File: src/rtl/ps2_pkg.sv
// ps2_pkg: shared types and helpers for the PS/2 receiver.
//   frame_state_e : frame-level FSM states
//   BIT_CNT_W     : width of the data-bit counter (8 data bits -> 3 bits)
//   odd_parity_ok : 1 when data bits plus parity bit hold an odd number of ones
package ps2_pkg;

    typedef enum logic [1:0] {
        IDLE,
        DATA,
        PARITY,
        STOP
    } frame_state_e;

    localparam int unsigned BIT_CNT_W = 3;

    function automatic logic odd_parity_ok(input logic [7:0] d, input logic p);
        return ^{d, p};
    endfunction

endpackage

File: src/rtl/ps2_rx_if.sv
// ps2_rx_if: consumer-side bus of the PS/2 receiver.
//   rdy   : FIFO not empty
//   data  : show-ahead head of the FIFO
//   level : bytes currently held
//   shift : pulse per accepted falling edge of the filtered PS/2 clock
//   err   : pulse, frame discarded (parity/stop/timeout)
//   ovf   : pulse, good frame dropped because the FIFO was full
//   done  : consumer has taken `data`
// master = receiver side, slave = consumer side.
interface ps2_rx_if #(
    parameter int unsigned DEPTH_LOG2 = 4
);
    logic                  rdy;
    logic [7:0]            data;
    logic [DEPTH_LOG2:0]   level;
    logic                  shift;
    logic                  err;
    logic                  ovf;
    logic                  done;

    modport master (
        output rdy, data, level, shift, err, ovf,
        input  done
    );

    modport slave (
        input  rdy, data, level, shift, err, ovf,
        output done
    );
endinterface

File: src/rtl/ps2_fifo.sv
// ps2_fifo: show-ahead byte FIFO of 2**DEPTH_LOG2 entries, all usable.
//   clk, rst (async, active-low)
//   push/wdata : write request; accepted when not full, or when full with a pop
//   pop        : read request; ignored when empty
//   rdata      : head entry (undefined when rdy=0)
//   rdy        : not empty
//   full       : all entries occupied
//   level      : occupancy
// Storage is not reset.
module ps2_fifo #(
    parameter int unsigned DEPTH_LOG2 = 4
) (
    input  logic                clk,
    input  logic                rst,
    input  logic                push,
    input  logic [7:0]          wdata,
    input  logic                pop,
    output logic [7:0]          rdata,
    output logic                rdy,
    output logic                full,
    output logic [DEPTH_LOG2:0] level
);

    localparam int unsigned Depth = 2 ** DEPTH_LOG2;

    logic [7:0]            mem [Depth];
    logic [DEPTH_LOG2:0]   wptr_q, rptr_q;
    logic                  pop_ok, push_ok;

    always_comb begin
        rdy     = (wptr_q != rptr_q);
        // Extra pointer MSB distinguishes full from empty.
        full    = (wptr_q[DEPTH_LOG2] != rptr_q[DEPTH_LOG2]) &&
                  (wptr_q[DEPTH_LOG2-1:0] == rptr_q[DEPTH_LOG2-1:0]);
        level   = wptr_q - rptr_q;
        pop_ok  = pop & rdy;
        push_ok = push & (~full | pop_ok);
        rdata   = mem[rptr_q[DEPTH_LOG2-1:0]];
    end

    always_ff @(posedge clk or negedge rst) begin
        if (!rst) begin
            wptr_q <= '0;
            rptr_q <= '0;
        end else begin
            if (push_ok) wptr_q <= wptr_q + 1'b1;
            if (pop_ok)  rptr_q <= rptr_q + 1'b1;
        end
    end

    always_ff @(posedge clk) begin
        if (push_ok) mem[wptr_q[DEPTH_LOG2-1:0]] <= wdata;
    end

endmodule

File: src/rtl/ps2_rx.sv
// ps2_rx: PS/2 serial receiver with glitch filter, frame checking,
// inter-bit timeout and receive FIFO.
//   clk  : system clock
//   rst  : asynchronous active-low reset
//   PS2C : PS/2 clock pin (asynchronous)
//   PS2D : PS/2 data pin (asynchronous)
//   bus  : ps2_rx_if.master (rdy, data, level, shift, err, ovf out; done in)
// Build option: define PS2_PARITY_CHECK_EN to enforce odd parity and stop=1;
// otherwise parity/stop are sampled and ignored and err pulses only on timeout.
module ps2_rx
    import ps2_pkg::*;
#(
    parameter int unsigned DEPTH_LOG2 = 4,
    parameter int unsigned FILT_LEN   = 4,
    parameter int unsigned TO_CYCLES  = 2500
) (
    input  logic     clk,
    input  logic     rst,
    input  logic     PS2C,
    input  logic     PS2D,
    ps2_rx_if.master bus
);

    // Pin synchronizers and clock filter
    logic       c_meta_q, c_sync_q, d_meta_q, d_sync_q;
    logic       filt_q;
    logic [3:0] filt_cnt_q;
    logic       shift_q;

    always_ff @(posedge clk or negedge rst) begin
        if (!rst) begin
            c_meta_q   <= 1'b1;
            c_sync_q   <= 1'b1;
            d_meta_q   <= 1'b1;
            d_sync_q   <= 1'b1;
            filt_q     <= 1'b1;
            filt_cnt_q <= '0;
            shift_q    <= 1'b0;
        end else begin
            c_meta_q <= PS2C;
            c_sync_q <= c_meta_q;
            d_meta_q <= PS2D;
            d_sync_q <= d_meta_q;
            shift_q  <= 1'b0;
            // Saturating filter: flip only after FILT_LEN consecutive differing samples.
            if (c_sync_q != filt_q) begin
                if (filt_cnt_q == 4'(FILT_LEN - 1)) begin
                    filt_q     <= c_sync_q;
                    filt_cnt_q <= '0;
                    shift_q    <= ~c_sync_q;
                end else begin
                    filt_cnt_q <= filt_cnt_q + 4'd1;
                end
            end else begin
                filt_cnt_q <= '0;
            end
        end
    end

    // Frame FSM, timeout and FIFO push
    frame_state_e         state_q;
    logic [BIT_CNT_W-1:0] bit_cnt_q;
    logic [7:0]           sr_q;
    logic                 par_q;
    logic [15:0]          to_cnt_q;
    logic                 err_q, ovf_q;

    logic                 frame_good;
    logic                 fifo_full, fifo_rdy, pop, push;
    logic [7:0]           fifo_rdata;
    logic [DEPTH_LOG2:0]  fifo_level;

`ifdef PS2_PARITY_CHECK_EN
    // d_sync_q is the stop bit while a shift is seen in STOP.
    assign frame_good = odd_parity_ok(sr_q, par_q) & d_sync_q;
`else
    logic unused_par;
    assign unused_par = par_q;
    assign frame_good = 1'b1;
`endif

    assign pop  = bus.done & fifo_rdy;
    // A pop in the same cycle frees a slot, so a full FIFO still accepts.
    assign push = shift_q && (state_q == STOP) && frame_good && (!fifo_full || pop);

    always_ff @(posedge clk or negedge rst) begin
        if (!rst) begin
            state_q   <= IDLE;
            bit_cnt_q <= '0;
            sr_q      <= '0;
            par_q     <= 1'b0;
            to_cnt_q  <= '0;
            err_q     <= 1'b0;
            ovf_q     <= 1'b0;
        end else begin
            err_q <= 1'b0;
            ovf_q <= 1'b0;
            if (shift_q) begin
                to_cnt_q <= '0;
                case (state_q)
                    IDLE: begin
                        // D=1 on a falling edge is line noise, not a start bit.
                        if (!d_sync_q) begin
                            state_q   <= DATA;
                            bit_cnt_q <= '0;
                        end
                    end
                    DATA: begin
                        sr_q      <= {d_sync_q, sr_q[7:1]};
                        bit_cnt_q <= bit_cnt_q + 1'b1;
                        if (bit_cnt_q == '1) state_q <= PARITY;
                    end
                    PARITY: begin
                        par_q   <= d_sync_q;
                        state_q <= STOP;
                    end
                    STOP: begin
                        state_q <= IDLE;
                        if (!frame_good)              err_q <= 1'b1;
                        else if (fifo_full && !pop)   ovf_q <= 1'b1;
                    end
                    default: state_q <= IDLE;
                endcase
            end else if (state_q != IDLE) begin
                if (to_cnt_q == 16'(TO_CYCLES)) begin
                    state_q  <= IDLE;
                    err_q    <= 1'b1;
                    to_cnt_q <= '0;
                end else begin
                    to_cnt_q <= to_cnt_q + 16'd1;
                end
            end
        end
    end

    ps2_fifo #(
        .DEPTH_LOG2(DEPTH_LOG2)
    ) u_fifo (
        .clk  (clk),
        .rst  (rst),
        .push (push),
        .wdata(sr_q),
        .pop  (pop),
        .rdata(fifo_rdata),
        .rdy  (fifo_rdy),
        .full (fifo_full),
        .level(fifo_level)
    );

    assign bus.rdy   = fifo_rdy;
    assign bus.data  = fifo_rdata;
    assign bus.level = fifo_level;
    assign bus.shift = shift_q;
    assign bus.err   = err_q;
    assign bus.ovf   = ovf_q;

endmodule
File: src/flat_wrapper.sv
// flat-port wrapper written by rule: the top's interface ports become plain ports
module ps2_rx_flat import ps2_pkg::*;
#(
    parameter int unsigned DEPTH_LOG2 = 4,
    parameter int unsigned FILT_LEN   = 4,
    parameter int unsigned TO_CYCLES  = 2500
)
  (clk, rst, PS2C, PS2D, bus_rdy, bus_data, bus_level, bus_shift, bus_err, bus_ovf, bus_done);
  ps2_rx_if #(.DEPTH_LOG2(DEPTH_LOG2)) bus_i ();
  input  logic clk;
  input  logic rst;
  input  logic PS2C;
  input  logic PS2D;
  output wire logic [$bits(bus_i.rdy)-1:0] bus_rdy;
  output wire logic [$bits(bus_i.data)-1:0] bus_data;
  output wire logic [$bits(bus_i.level)-1:0] bus_level;
  output wire logic [$bits(bus_i.shift)-1:0] bus_shift;
  output wire logic [$bits(bus_i.err)-1:0] bus_err;
  output wire logic [$bits(bus_i.ovf)-1:0] bus_ovf;
  input wire logic [$bits(bus_i.done)-1:0] bus_done;
  assign bus_rdy = bus_i.rdy;
  assign bus_data = bus_i.data;
  assign bus_level = bus_i.level;
  assign bus_shift = bus_i.shift;
  assign bus_err = bus_i.err;
  assign bus_ovf = bus_i.ovf;
  assign bus_i.done = bus_done;
  ps2_rx #(.DEPTH_LOG2(DEPTH_LOG2), .FILT_LEN(FILT_LEN), .TO_CYCLES(TO_CYCLES)) u_core (.clk(clk), .rst(rst), .PS2C(PS2C), .PS2D(PS2D), .bus(bus_i));
endmodule
File: config.mk
export PLATFORM = sky130hd
export DESIGN_NAME = ps2_rx_flat
export DESIGN_NICKNAME = d
export VERILOG_FILES = /design/src/rtl/ps2_pkg.sv /design/src/rtl/ps2_rx_if.sv /design/src/rtl/ps2_fifo.sv /design/src/rtl/ps2_rx.sv /design/src/flat_wrapper.sv
export SDC_FILE = /design/constraint.sdc
export NUM_CORES = 1
export LEC_CHECK = 0
export BUFFER_PORTS_ARGS = -buffer_cell sky130_fd_sc_hd__buf_2
export CAP_MARGIN = 0
export CORE_MARGIN = 2
export CORE_UTILIZATION = 30
export CTS_BUF_LIST = sky130_fd_sc_hd__clkbuf_2
export CTS_CLUSTER_DIAMETER = 40
export DETAILED_ROUTE_END_ITERATION = 16
export GPL_TIMING_DRIVEN = 0
export SETUP_SLACK_MARGIN = 0.02
export SLEW_MARGIN = 20
export SYNTH_ARGS = -nofsm -noshare
export SYNTH_HDL_FRONTEND = slang
export SYNTH_HIERARCHICAL = 1
export SYNTH_SLANG_ARGS = --single-unit
export TNS_END_PERCENT = 20
File: constraint.sdc
create_clock -name clk -period 2.7 [get_ports clk]
set_clock_uncertainty 0.05 [all_clocks]
set_input_delay 0.27 -clock clk [delete_from_list [all_inputs] [get_ports clk]]
set_output_delay 0.27 -clock clk [all_outputs]
set_load 0.005 [all_outputs]
==> impl_metrics.csv, run 1 <==
group,metric,value,unit
synthesis,syn_nets,504,
floorplan,coreArea,25330,µm²
clock_network,path_clk_slew,290,ps
floorplan,dieArea,27190,µm²
final_layout,design_area,9109,µm²
floorplan,die-width,164.9,µm
timing,max_freq,350.9,MHz
floorplan,die_y,164.9,µm
placement,postPlaceCellArea,8304,µm²
critical_path,end_kind,"output port",
run_status,violations,"setup timing",
clock_network,clockRootBuffer,"clkbuf_2",
critical_path,criticalPathCategory,"flop to output port",
critical_path,cp_max_fo,2,
synthesis,synth_top_area_cell,"edfxtp_1",
placement,dpl.cell_count,831,
synthesis,synth.distinct_cells,60,
route,drtAntennaViolNets,0,
synthesis,ys_seq_area_share,66.02,%
synthesis,postSynthAreaPerCell,16.18,µm²
route,drt-initial-drc-count,339,
clock_network,cts.sinks,179,
global_route,grt_pass1_wl,25.38,mm
timing,setup_tns,-1151,ps
clock_network,clock_path_buffers,2,
timing,setup_ws,-149.5,ps
timing,rsz0062_at_grt,"true",
synthesis,synth_area,7765,µm²
final_layout,fill_cells,2388,
critical_path,start_kind,"flop",
clock_network,cts_inserted_buffers,17,
final_layout,area_growth,17.31,%
route,drc,0,
route,wl_met3,618,µm
floorplan,rows,58,
route,wl_per_cell,18.71,µm
route,route.top_layer_used,"met4",
pwr,power_density,772.4,nW/µm²
run_status,status,"complete, but fails checks",
final_layout,stdcell_count,892,
floorplan,initial_core_util,30.66,%
hold_path,min_path_type,"primary input to flop",
timing,fin_crit_sh,105.5,%
final_layout,seq_area,5126,µm²
final_layout,drive_gt1_share,32.44,%
global_route,grt_pass1_vias,4489,
timing,setup_viol,9,
critical_path,arrival,2530,ps
hold_path,hold_path_depth,5,
placement,port_buffers,21,
route,m1WireLength,7.138,mm
route,vias,4450,
placement,pre_cts_slack,-589.3,ps
clock_network,cts_tree,"done",
timing,drv_slew,0,
synthesis,syn_inst,480,
clock_network,h-tree-depth,4,
synthesis,yosys-top-cells-count,"128 x edfxtp_1, 46 x dfrtp_1, 24 x mux2i_1",
route,drt-total-wl,16.69,mm
timing,timing.final.hold_violations,0,
final_layout,final_core_util,35.96,%
synthesis,synth_seq_cells,179,
timing,fin_crit,2850,ps
route,met2_length,8.812,mm
timing,tightest_slew,757.2,ps
global_route,antenna_found_initial,1,
job,maxCapViolCount,0,
pwr,p_leak,3.371,nW
synthesis,netlist_top_cells_area,"edfxtp_1 50%, dfrtp_1 15%, mux4_1 4.7%, mux2i_1 3.1%, ha_1 2.9%",
synthesis,async_flop_share,28.49,%
floorplan,io_pins,22,
final_layout,multi_input_area,2599,µm²
critical_path,reg2reg_depth,12,
pwr,vdd_drop_max,381.6,µV
global_route,grt_remaining_overflow,0,
synthesis,synth.most_common_cell,"edfxtp_1",
synthesis,ys_warn_count,6,
placement,gp_congestion,0.8232,
synthesis,synth_top_area_share,49.50,%
critical_path,cp.required,2380,ps
final_layout,layout.nets,572,
global_route,grt_use_total,12.61,%
route,viasPerCell,4.989,
timing,max_slew_margin,49.52,%
synthesis,synth_top_flop_cell,"edfxtp_1",
global_route,grt_max_degree,52,
route,dr.pass1.iters,4,
synthesis,synth_edf_count,128,
clock_network,clk-insertion-delay-late,760,ps
placement,hpwl,10.62,mm
-- final timing paths --
path / from / endpoint / slack [ps]
max: u_core/u_fifo/rptr_q[0] / bus_level[4] / -150
min: bus_done / u_core/bus.ovf / 250
max reg2reg: u_core/u_fifo/rptr_q[2] / u_core/u_fifo/mem[11][4] / 100
min reg2reg: u_core/c_meta_q / u_core/c_sync_q / 330
max in group asynchronous: rst / u_core/sr_q[6] / 1630
min in group asynchronous: rst / u_core/u_fifo/rptr_q[4] / 530
-- power by group --
group / switching, mW / internal, mW / total, mW
Clock: 1.04 / 0.397 / 1.44
Sequential: 0.118 / 3.04 / 3.16
Combinational: 1.24 / 1.20 / 2.44
Total: 2.40 / 4.63 / 7.04
-- routing by layer --
layer  vias up  GRT usage, %
li1       2011             -
met1      2344         15.98
met2        87         21.87
met3         8         2.813
met4         0         3.202
met5         -             0
-- stage by stage --
stage                     power (mW)  hold WS, ps
after floorplan                4.417       -75.59
after global placement         4.948        295.9
after detailed placement       5.000        298.4
after CTS                      6.901        150.9
after global routing           7.399        168.8
final                          7.036        249.6
-- cells in the final DEF, fill, tap and decap left out, types with 4 or more instances in the layout --
| cell | n |
|---|---|
| buf_12 | 7 |
| buf_2 | 23 |
| dfrtp_1 | 46 |
| clkbuf_2 | 17 |
| dfstp_2 | 5 |
| dlygate4sd3_1 | 7 |
| inv_8 | 7 |
| nand4_1 | 11 |
| o21ai_1 | 7 |
| ha_1 | 16 |
| o21ai_0 | 4 |
| nor4b_1 | 4 |
| nor3b_1 | 5 |
| edfxtp_1 | 128 |
| mux4_2 | 21 |
| nor4_1 | 5 |
| nand3_1 | 6 |
| mux2i_1 | 21 |
| o21ai_2 | 7 |
| inv_1 | 11 |
| nor2b_1 | 7 |
| buf_6 | 7 |
| a221oi_2 | 5 |
| nand2_1 | 17 |
| nor2_1 | 12 |
| xor2_1 | 9 |
| buf_4 | 20 |
| and3_4 | 15 |
| nor3_1 | 7 |
| xnor2_1 | 11 |
| mux2_2 | 9 |
-- cells by family after synthesis --
| kind of cell | Yosys count | share of synthesized area (%) |
|---|---|---|
| AOI/OAI and AO/OA | 57 | 5.237 |
| xor gates and xnor gates | 21 | 2.465 |
| adders and majority gates | 19 | 3.158 |
| buffers and inverters | 36 | 2.610 |
| DFF | 179 | 66.02 |
| muxes | 57 | 12.04 |
| and+or+nand+nor | 111 | 8.476 |
-- flip-flops by register name (all words and copies together), names as in the netlist, 2 cells and up --
name                  count
u_core/u_fifo/mem       128
u_core/to_cnt_q          16
u_core/sr_q               8
u_core/u_fifo/rptr_q      5
u_core/u_fifo/wptr_q      5
u_core/filt_cnt_q         4
u_core/bit_cnt_q          3
u_core/state_q            2
-- final cells by class --
class                      count  share of cell area (%)
antenna                        1                 0.02747
buffer                        19                   2.651
clock buffer                  17                  0.9341
clock inverter                15                   1.978
inverter                      16                  0.8379
multi-input combinational    265                   28.53
sequential                   179                   56.28
tap                          330                   4.533
timing repair buffer          50                   4.231
-- critical path, stage by stage (launching register included) --
cell and delay, ps:
dfrtp_1 470, buf_4 140, ha_1 150, inv_2 50, fa_2 340, a21o_1 200
a21oi_2 150, xnor2_1 140, buf_2 140
-- timing repair --
action                                 in CTS  in global routing
setup endpoints to repair                 151                125
pin swaps                                   4                 11
cloned                                      0                  3
endpoints found under the hold margin      52                 44
resized for setup                          68                 34
buffers inserted                           16                  3
hold buffers                                6                  1
Note: power is estimated with default switching activity, not from simulation.
==> inputs of run 2 (changes only) <==
--- a/config.mk
+++ b/config.mk
@@ -7,6 +7,7 @@
 export LEC_CHECK = 0
 export BUFFER_PORTS_ARGS = -buffer_cell sky130_fd_sc_hd__buf_2
 export CAP_MARGIN = 0
+export CORE_ASPECT_RATIO = 0.9
 export CORE_MARGIN = 2
 export CORE_UTILIZATION = 30
 export CTS_BUF_LIST = sky130_fd_sc_hd__clkbuf_2
==> run 2 against run 1 <==
  * The run still ends with setup timing left
  * Combinational power is essentially flat
  * Total power grew 1.6%
  * Routed wire length shrank 0.81%
  * Sequential cell count is the same
  * Core utilization grew 0.31 points
  * Non-clock buffer count grew 6
  * Cell count grew 1.8%
  * Critical path depth is the same
  * Global-route usage shrank 0.17 points
  * Setup slack gained 19 ps
==> impl_metrics.csv, run 2 (synthesis results as in run 1) <==
group,metric,value,unit
run_status,status,"complete, but fails checks",
run_status,violations,"setup timing",
final_layout,fill_cells,2428,
route,drt-initial-drc-count,320,
pwr,p_int,4.865,mW
clock_network,cts_inserted_buffers,17,
final_layout,stdcell_count,908,
route,dr.pass1.iters,5,
hold_path,min_path_type,"primary input to flop",
final_layout,final_cell_mix,"128 x edfxtp_1, 46 x dfrtp_1, 27 x buf_4",
route,wl_per_cell,18.23,µm
job,maxCapViolCount,0,
placement,dpl.cell_count,843,
clock_network,h-tree-depth,4,
clock_network,clock_path_buffers,2,
pwr,p_leak,3.436,nW
global_route,gr-max-usage-layer,"met2",
floorplan,rows,55,
global_route,grt_max_degree,47,
critical_path,end_kind,"output port",
floorplan,die-width,173.6,µm
floorplan,initial_core_util,30.66,%
global_route,met1_usage,16.05,%
pwr,power.share.clock,22.0,%
critical_path,criticalPathCategory,"flop to output port",
placement,port_buffers,21,
pwr,p_comb_share,33.9,%
critical_path,ff2ff_setup_slack,80,ps
global_route,grt_pass1_wl,25.30,mm
timing,rsz0062_at_grt,"true",
timing,max_freq,353.2,MHz
timing,timing.final.hold_violations,0,
pwr,power_density,778.1,nW/µm²
final_layout,drive_gt1_share,31.15,%
floorplan,die_y,156.6,µm
pwr,p_sw,2.283,mW
clock_network,cts.sinks,179,
timing,tightest_slew,716.5,ps
critical_path,critPathLaunch,"u_core/u_fifo/rptr_q[0]",
clock_network,clk-insertion-delay-late,730,ps
timing,drv_slew,0,
placement,hpwl,10.35,mm
critical_path,cp-endpoint,"bus_data[2]",
route,drc,0,
placement,gp_congestion,0.8141,
global_route,grt_pass1_vias,4438,
clock_network,path_clk_slew,280,ps
global_route,grt_remaining_overflow,0,
timing,setup_viol,9,
pwr,vdd_drop_max,304.4,µV
timing,fin_crit_sh,104.9,%
critical_path,arrival,2510,ps
pwr,switching_share,31.94,%
route,viasPerCell,4.900,
final_layout,largest_reg_flops,128,
global_route,antenna_found_initial,1,
route,drtAntennaViolNets,0,
floorplan,coreArea,25320,µm²
critical_path,start_kind,"flop",
pwr,totalPowerFinal,7.149,mW
timing,fin_crit,2831,ps
global_route,grt_use_total,12.44,%
timing,setup_ws,-131.0,ps
critical_path,reg2reg_depth,12,
global_route,met3_usage,2.478,%
clock_network,clockRootBuffer,"clkbuf_2",
critical_path,r2r_start,"u_core/u_fifo/rptr_q[2]",
global_route,grt_use_met2,21.30,%
route,vias,4449,
critical_path,cp_max_fo,10,
critical_path,r2r-end,"u_core/u_fifo/mem[8][6]",
floorplan,dieArea,27190,µm²
pwr,seqPwrFrac,44.1,%
final_layout,layout_commonest_cell,"edfxtp_1",
final_layout,area_growth,18.32,%
timing,max_slew_margin,52.24,%
floorplan,io_pins,22,
clock_network,cts_tree,"done",
critical_path,cp.required,2380,ps
route,drt-total-wl,16.55,mm
final_layout,layout.nets,578,
[run 2: worst min path at each step]
stage	startpoint	to	slack, ps	cells past startpoint
CTS	PS2C	u_core/c_meta_q	2	2
detailed placement	u_core/c_meta_q	u_core/c_sync_q	300	0
global placement	u_core/c_meta_q	u_core/c_sync_q	300	0
floorplan	rst	u_core/bit_cnt_q[0]	-80	0
global route	bus_done	u_core/bus.ovf	170	5
finish	bus_done	u_core/bus.ovf	260	5
[run 2: what timing repair did]
item | CTS | global route
endpoints found under the setup margin | 151 | 131
hold endpoints to repair | 56 | 2
gates cloned | 0 | 2
pin swaps | 5 | 9
setup buffers | 13 | 12
hold buffers | 6 | 2
resized for setup | 68 | 23
[run 2: per-stage QoR]
| stage | setup TNS, ps | hold slack (ps) | utilization (%) | worst slack (ps) | instance area (µm²) |
|---|---|---|---|---|---|
| after floorplan | 0 | -75.59 | - | 21.00 | 7786 |
| after global placement | -74840 | 296.8 | 32.85 | -682.6 | 8319 |
| after detailed placement | -79500 | 302.5 | 32.86 | -715.0 | 8322 |
| after CTS | -1638 | 1.939 | 35.49 | -229.0 | 8987 |
| after global routing | -2534 | 172.9 | 36.28 | -299.1 | 9188 |
| final | -762.9 | 261.7 | 36.28 | -131.0 | 9188 |
[run 2: area by class of cell]
cell class	count	area (µm²)	area share, %
sequential	179	5126	55.79
multi-input combinational	265	2592	28.22
timing repair buffer	56	437.9	4.766
tap	342	427.9	4.657
buffer	19	245.2	2.669
clock inverter	12	196.4	2.138
clock buffer	18	90.09	0.9805
inverter	16	68.82	0.7490
antenna	1	2.502	0.02724
[run 2: power groups by stage]
stage	clock (mW)	sequential [mW]	combinational [mW]
2_1_floorplan	0	3.17	1.24
3_3_place_gp	0	3.20	1.78
3_5_place_dp	0	3.21	1.82
4_1_cts	1.63	3.15	2.26
5_1_grt	1.75	3.17	2.60
6_report	1.57	3.15	2.43
[run 2: layer usage]
| layer | routed length (µm) | vias to the layer above |
|---|---|---|
| met4 | 167 | 0 |
| met1 | 7380 | 2317 |
| met5 | 0 | - |
| met3 | 683 | 11 |
| met2 | 8321 | 102 |
| li1 | - | 2019 |
[run 2: critical path, stage by stage, from the launching register on]
cell and delay [ps]:
dfrtp_1 460, buf_8 170, buf_12 150, buf_12 150, mux2i_1 120, a221oi_2 320
o21ai_2 100, o21ai_1 150, buf_2 160
